[config.mk]
export PLATFORM = sky130hd
export DESIGN_NAME = sr_cmd_sequencer
export DESIGN_NICKNAME = d
export VERILOG_FILES = /design/src/rtl/sr_cmd_sequencer.sv
export SDC_FILE = /design/constraint.sdc
export NUM_CORES = 1
export LEC_CHECK = 0
export BUFFER_PORTS_ARGS = -buffer_cell sky130_fd_sc_hd__buf_2
export CAP_MARGIN = 20
export CORE_MARGIN = 3
export CORE_UTILIZATION = 30
export DETAILED_ROUTE_END_ITERATION = 8
export SETUP_SLACK_MARGIN = 0.2
export SLEW_MARGIN = 20
export SYNTH_ARGS = -nofsm -noshare
export SYNTH_HDL_FRONTEND = slang
export SYNTH_SLANG_ARGS = --single-unit
[constraint.sdc]
create_clock -name clk -period 2.5 [get_ports clk]
set_clock_uncertainty 0.1 [all_clocks]
set_input_delay 0.375 -clock clk [delete_from_list [all_inputs] [get_ports clk]]
set_output_delay 0.375 -clock clk [all_outputs]
set_load 0.01 [all_outputs]
[src/rtl/sr_cmd_sequencer.sv]
// Command sequencer for a downstream SR flip-flop: queues set/reset/toggle/hold
// commands, drives s/r for the requested length, then checks the fed-back state.
module sr_cmd_sequencer #(
    parameter int FIFO_DEPTH = 4,
    parameter int LEN_W      = 4
) (
    input  logic                        clk,
    input  logic                        rst,
    input  logic                        cmd_valid,
    output logic                        cmd_ready,
    input  logic [1:0]                  cmd_op,
    input  logic [LEN_W-1:0]            cmd_len,
    input  logic                        q,
    output logic                        s,
    output logic                        r,
    output logic                        busy,
    output logic                        done,
    output logic                        err,
    input  logic                        err_clr,
    output logic [7:0]                  err_cnt,
    output logic [$clog2(FIFO_DEPTH):0] level
);

    localparam int PTR_W = $clog2(FIFO_DEPTH);
    localparam int LVL_W = PTR_W + 1;
    localparam logic [LVL_W-1:0] FULL_LVL = LVL_W'(FIFO_DEPTH);

    localparam logic [1:0] OP_HOLD   = 2'b00;
    localparam logic [1:0] OP_SET    = 2'b01;
    localparam logic [1:0] OP_RESET  = 2'b10;
    localparam logic [1:0] OP_TOGGLE = 2'b11;

    typedef enum logic [1:0] {
        ST_IDLE,
        ST_DRIVE,
        ST_SETTLE
    } state_t;

    logic [LEN_W+1:0] mem_q [FIFO_DEPTH];
    logic [PTR_W-1:0] wr_ptr_q;
    logic [PTR_W-1:0] rd_ptr_q;
    logic [LVL_W-1:0] level_q;
    logic [LVL_W-1:0] level_d;

    state_t           state_q;
    logic [LEN_W-1:0] cnt_q;
    logic             s_q;
    logic             r_q;
    logic             exp_q;
    logic             done_q;
    logic             err_q;
    logic [7:0]       err_cnt_q;
    logic [7:0]       err_cnt_d;

    logic             push;
    logic             pop;
    logic [LEN_W+1:0] head;
    logic [1:0]       head_op;
    logic [LEN_W-1:0] head_len;
    logic [LEN_W-1:0] head_len_eff;
    logic             mismatch;

    // Ready depends only on registered occupancy, so a same-cycle pop never
    // opens a slot for a push and nothing passes straight through.
    assign cmd_ready    = (level_q != FULL_LVL);
    assign push         = cmd_valid && cmd_ready;
    assign pop          = (state_q == ST_IDLE) && (level_q != '0);
    assign head         = mem_q[rd_ptr_q];
    assign head_op      = head[LEN_W+1:LEN_W];
    assign head_len     = head[LEN_W-1:0];
    assign head_len_eff = (head_len == '0) ? LEN_W'(1) : head_len;
    assign mismatch     = (state_q == ST_SETTLE) && (q != exp_q);

    always_comb begin
        level_d = level_q;
        if (push && !pop) begin
            level_d = level_q + LVL_W'(1);
        end else if (!push && pop) begin
            level_d = level_q - LVL_W'(1);
        end
    end

    always_comb begin
        err_cnt_d = err_cnt_q;
        if (err_cnt_q != 8'hFF) begin
            err_cnt_d = err_cnt_q + 8'd1;
        end
    end

    always_ff @(posedge clk) begin
        if (!rst && push) begin
            mem_q[wr_ptr_q] <= {cmd_op, cmd_len};
        end
    end

    // Pointers wrap naturally because the depth is a power of two.
    always_ff @(posedge clk) begin
        if (rst) begin
            wr_ptr_q <= '0;
            rd_ptr_q <= '0;
            level_q  <= '0;
        end else begin
            if (push) begin
                wr_ptr_q <= wr_ptr_q + PTR_W'(1);
            end
            if (pop) begin
                rd_ptr_q <= rd_ptr_q + PTR_W'(1);
            end
            level_q <= level_d;
        end
    end

    always_ff @(posedge clk) begin
        if (rst) begin
            state_q <= ST_IDLE;
            cnt_q   <= '0;
            s_q     <= 1'b0;
            r_q     <= 1'b0;
            exp_q   <= 1'b0;
            done_q  <= 1'b0;
        end else begin
            done_q <= 1'b0;
            case (state_q)
                ST_IDLE: begin
                    if (pop) begin
                        cnt_q   <= head_len_eff;
                        state_q <= ST_DRIVE;
                        case (head_op)
                            OP_SET: begin
                                s_q   <= 1'b1;
                                exp_q <= 1'b1;
                            end
                            OP_RESET: begin
                                r_q   <= 1'b1;
                                exp_q <= 1'b0;
                            end
                            OP_TOGGLE: begin
                                s_q   <= ~q;
                                r_q   <= q;
                                exp_q <= ~q;
                            end
                            default: begin
                                exp_q <= q;
                            end
                        endcase
                    end
                end
                ST_DRIVE: begin
                    cnt_q <= cnt_q - LEN_W'(1);
                    if (cnt_q == LEN_W'(1)) begin
                        s_q     <= 1'b0;
                        r_q     <= 1'b0;
                        done_q  <= 1'b1;
                        state_q <= ST_SETTLE;
                    end
                end
                ST_SETTLE: begin
                    state_q <= ST_IDLE;
                end
                default: begin
                    state_q <= ST_IDLE;
                end
            endcase
        end
    end

    // A clear wins over a mismatch detected in the same cycle.
    always_ff @(posedge clk) begin
        if (rst || err_clr) begin
            err_q     <= 1'b0;
            err_cnt_q <= '0;
        end else if (mismatch) begin
            err_q     <= 1'b1;
            err_cnt_q <= err_cnt_d;
        end
    end

    assign s       = s_q;
    assign r       = r_q;
    assign done    = done_q;
    assign err     = err_q;
    assign err_cnt = err_cnt_q;
    assign level   = level_q;
    assign busy    = (state_q != ST_IDLE) || (level_q != '0);

endmodule
**Yosys cells after proc, flatten, opt, wreduce, memory -nomap -nowiden**

Memory sizes are Yosys's and may differ from the RTL's. A register that Yosys moved wholly into a read port is not among the register bits.
Index checks and enable logic that the tools add are counted.

- Muxes and demuxes: 21
- Reductions and logical operators: 24
- Equality and inequality tests: 13
- Bitwise gates (word level): 2
- $add $sub $neg: 6

Operators by type and width:

| cell | count |
|---|---|
| $add 8x1->8 const B | 1 |
| $mux 2 | 4 |
| $mux 4 | 2 |
| $ne 8x8->1 const B | 1 |
| $pmux 1 s2 | 4 |
| $pmux 4 s2 | 1 |
| $reduce_and 2->1 | 4 |
| $reduce_and 4->1 | 2 |
| $eq 2x2->1 const B | 3 |
| $logic_and 1x1->1 | 6 |
| $mux 1 | 6 |
| $mux 3 | 2 |
| $ne 3x1->1 const B | 2 |
| $reduce_bool 2->1 | 3 |
| $add 2x1->2 const B | 2 |
| $eq 2x1->1 const B | 2 |
| $eq 4x1->1 const B | 1 |
| $logic_not 4->1 | 1 |
| $ne 2x2->1 const B | 2 |
| $pmux 2 s2 | 1 |
| $sub 4x1->4 const B | 1 |
| $add 3x1->3 const B | 1 |
| $logic_not 1->1 | 3 |
| $ne 3x3->1 const B | 1 |
| 8 further kinds | 10 |

- Memories: 1
- Word-level logic and storage cells: 78
- Bits in writable memories: 24
- Bits in registers: 26

Memories:

| memory | depth | bits a word | rd ports | clocked after Yosys merged registers in | wr ports | RTL line | text |
|---|---|---|---|---|---|---|---|
| mem_q | 4 | 6 | 1 | 1 | 1 | 39 | `logic [LEN_W+1:0] mem_q [FIFO_DEPTH];` |

**Depth between registers and ports, before layout**

- Depth in word-level cells: 6
- Mapped depth: 9

**Worst setup path after synthesis**

No wires, ideal clock.

- Kind: register to register
- Start point: register level_q[0] (netlist: level[0])
- End point: register level_q[2] (netlist: level[2])
- Setup time: 0.071 ns
- Required time: 2.329 ns
- Period minus slack after synthesis: 2.288 ns
- Setup slack: 0.212 ns
- Stages on the path, launching flop included: 10
- Arrival time: 2.117 ns
- Cell sequence: dfxtp_1 -> nor3_1 -> nor3_4 -> inv_2 -> ha_1 -> inv_1 -> fa_1 -> xor2_1 -> or3_1 -> a21oi_1

- Word-level cells in the longest chain between the ends: 5

Ends and longest elaborated chain:

| item | RTL line | text |
|---|---|---|
| start: declaration | 42 | `logic [LVL_W-1:0] level_q;` |
| start signal: assignment | 109 | `level_q <= level_d;` |
| branches (longest 5 deep; another with $sub 3x1->3) | n/a |  |

Several ways; the timed one is not identified. The select of a mux whose other input is x is not followed.
A chain may end at the register's enable or synchronous reset.

**Final worst setup path**

- Start point: register level_q[2] (netlist: level[2])
- End point: register level_q[2] (netlist: level[2])

Same word-level chain as after synthesis.

==> out/metrics.csv <==
metric,value,unit
Leakage Power,0.999,nW
I/O Pins,28,
setup TNS,0,ns
H-tree depth,2,
cts hold-fix bufs,0,
cell area after placement,0.00254,mm²
cell area power density,930,mW/mm²
Synth Cell Area,0.00228,mm²
setup violators final,0,
syn_nets,213,
Synth cell types,46,
Max-Cap Viols,0,
Yosys reg bits,52,
nets,245,
compound-cell area share of the yosys netlist,8.65,%
ys async rst share,0,%
"Core Util, Final",36.1,%
Synth Area in XOR/XNOR,3.40,%
gpl congestion,0.716,
Worst Hold Class,input port to flop,
clk sinks,52,
dominant cell type by area after synthesis,edfxtp_1,
largest family of logic cells by synthesized area,simple AND/OR/NAND/NOR gates,
crit path launch type,flop,
DRT iter0 DRCs,59,
outcome,"finished, final reports clean",
Skew-Pair Late Insertion Delay,0.31,ns
final WL,4.29,mm
cells taking the most area after synthesis,"edfxtp_1 (32%), dfxtp_1 (25%), mux4_2 (5.9%), ha_1 (4.4%), nor2_1 (3.5%)",
final critical-path required period,2.20,ns
diode count,0,
via count,1524,
Fin Hold WS,0.178,ns
vias in the first global route,1441,
fin area,0.00265,mm²
core footprint,0.00733,mm²
Final HPWL DP,3.15,mm
unrepaired setup endpoints after global routing,no,
TritonCTS buffer count,5,
Synth Area in Simple Gates,17.5,%
Vias/cell,4.69,
Max Clock Freq,455,MHz
"EDFF count, synth",24,
CTS root buf,clkbuf_8,
"Seq/Total Area, Yosys",56.1,%
die width,93.3,µm
Slew @ Worst Pin,0.432,ns
Post-CTS Setup Inserts,0,
Synth Flop Type,dfxtp_1,
YS warnings,0,
DRC Markers,0,
post-synth top area share,31.5,%
VDD IR max,353,µV
crit end category,flop,
first-pass GRT wire length,7.12,mm
maximum buffer depth of the clock tree,2,
clk slew on worst S/H paths,0.11,ns
CP arrival,2.34,ns
"commonest non-fill, non-tap cell in the layout",buf_2,
Die ar.,0.00870,mm²
Avg Inst Size Synth,11.8,µm²
Area Growth Syn to Fin,16.0,%
std cell rows,31,
Initial Util,31.2,%
chip height,93.3,µm
largest net degree at the start of global routing,20,
drt pass-1 iters,4,
critical path required time,2.64,ns
Buffers on Ports,27,
Slew Limit Fails,0,
most frequent cells in the layout,"buf_2 (27), dfxtp_1 (25), edfxtp_1 (24), nor2_1 (21), nand2_1 (12)",
GRT Total Usage,10.7,%
Mapped Cells,193,
ratio of final minimum period to clock period,87.9,%
layout cells sized above 1,25.2,%
CP Class,flop to flop,
Routed Antenna Nets,0,
Fin. Hold Viols,0,
drt wl/cell,13.2,µm
Post-Synth Adder-Cell Area,5.26,%
crit-path max FO,6,
gr ovfl total,0,
initial antenna violation count,0,
relative slew slack,71.2,%
total power,0.00246,W
post-synthesis mux area share,6.79,%
CTS tree,yes,
==> synthesized netlist by cell type, types with 2 or more instances <==
master,n
a211oi_1,2
clkbuf_1,3
inv_1,7
nand3_1,3
nand2_1,13
and4_1,2
ha_1,8
nand4_1,2
o21ai_0,3
dfxtp_1,28
and3_1,3
o211ai_1,2
mux4_2,6
and2_1,4
xor2_1,4
nor2_1,21
edfxtp_1,24
nor3_1,7
a21oi_1,11
o31ai_1,2
mux2i_1,2
xnor2_1,3
and2b_1,2
nor2b_1,2
a32o_1,2
nand2b_1,2
or3_1,6
==> through the flow <==
| step | instances | worst slack, ns |
|---|---|---|
| final | 325 | 0.303 |
| after global placement | 317 | 0.236 |
| after global routing | 325 | 0.171 |
| after floorplan | 193 | 0.212 |
| after CTS | 325 | 0.231 |
| after detailed placement | 317 | 0.157 |
==> worst paths after layout <==
path | from | end | slack [ns] | cells past startpoint
setup / recovery | level[2] | level[2] | 0.30 | 9
hold / removal | cmd_len[0] | mem_q[2][0] | 0.18 | 1
hold reg to reg | err | err | 0.38 | 2
setup reg to reg | level[2] | level[2] | 0.30 | 9
==> flip-flops by register name, indices dropped and copies added (netlist names), named ones only <==
register / cells
cnt_q: 4
done: 1
err: 1
err_cnt: 8
exp_q: 1
level: 3
mem_q: 24
r: 1
rd_ptr_q: 2
s: 1
state_q: 2
wr_ptr_q: 2
==> timing repair <==
item	CTS	global route
resized for setup	1	5
gates cloned	0	0
endpoints found under the setup margin	1	2
==> per-layer routing <==
metal | wire [µm] | track usage, % | part of all wire (%) | up-vias
li1 | - | - | - | 769
met1 | 1980 | 13.9 | 46 | 730
met2 | 2110 | 17.3 | 49 | 21
met3 | 167 | 2.82 | 3.9 | 4
met4 | 42 | 3.30 | 0.98 | 0
met5 | 0 | 0 | 0 | -
==> layout make-up <==
| cell class | count | area [µm²] |
|---|---|---|
| repair buffers | 29 | 150 |
| multi-input cells | 129 | 965 |
| fillers | 730 | 4680 |
| clock buffers | 5 | 68.8 |
| clock inverters | 3 | 27.5 |
| well taps | 99 | 124 |
| flip-flops and latches | 52 | 1280 |
| inverters | 8 | 30.0 |
==> report_power, final <==
| part | internal, W | leakage (nW) | total (W) | switching (W) |
|---|---|---|---|---|
| combinational | 0.000381 | 0.505 | 0.000797 | 0.000416 |
| clock | 0.000206 | 0.0463 | 0.000509 | 0.000303 |
| sequential | 0.00102 | 0.448 | 0.00116 | 0.000140 |
==> cells by family after synthesis <==
kind of cell,count (synthesis)
AO/OA/AOI/OAI,29
XOR/XNOR,8
multiplexers,8
AND/OR/NAND/NOR,75
flip-flops,52
buffers and inverters,12
adder cells (fa/ha/maj),9
==> critical path: stages (launching register included) <==
cell	delay [ns]
dfxtp_2	0.39
or3b_2	0.51
nand2_2	0.13
inv_1	0.05
ha_1	0.20
inv_1	0.07
fa_1	0.17
xor2_1	0.07
or3_1	0.31
a21oi_1	0.14
(Power assumes the default switching activity.)
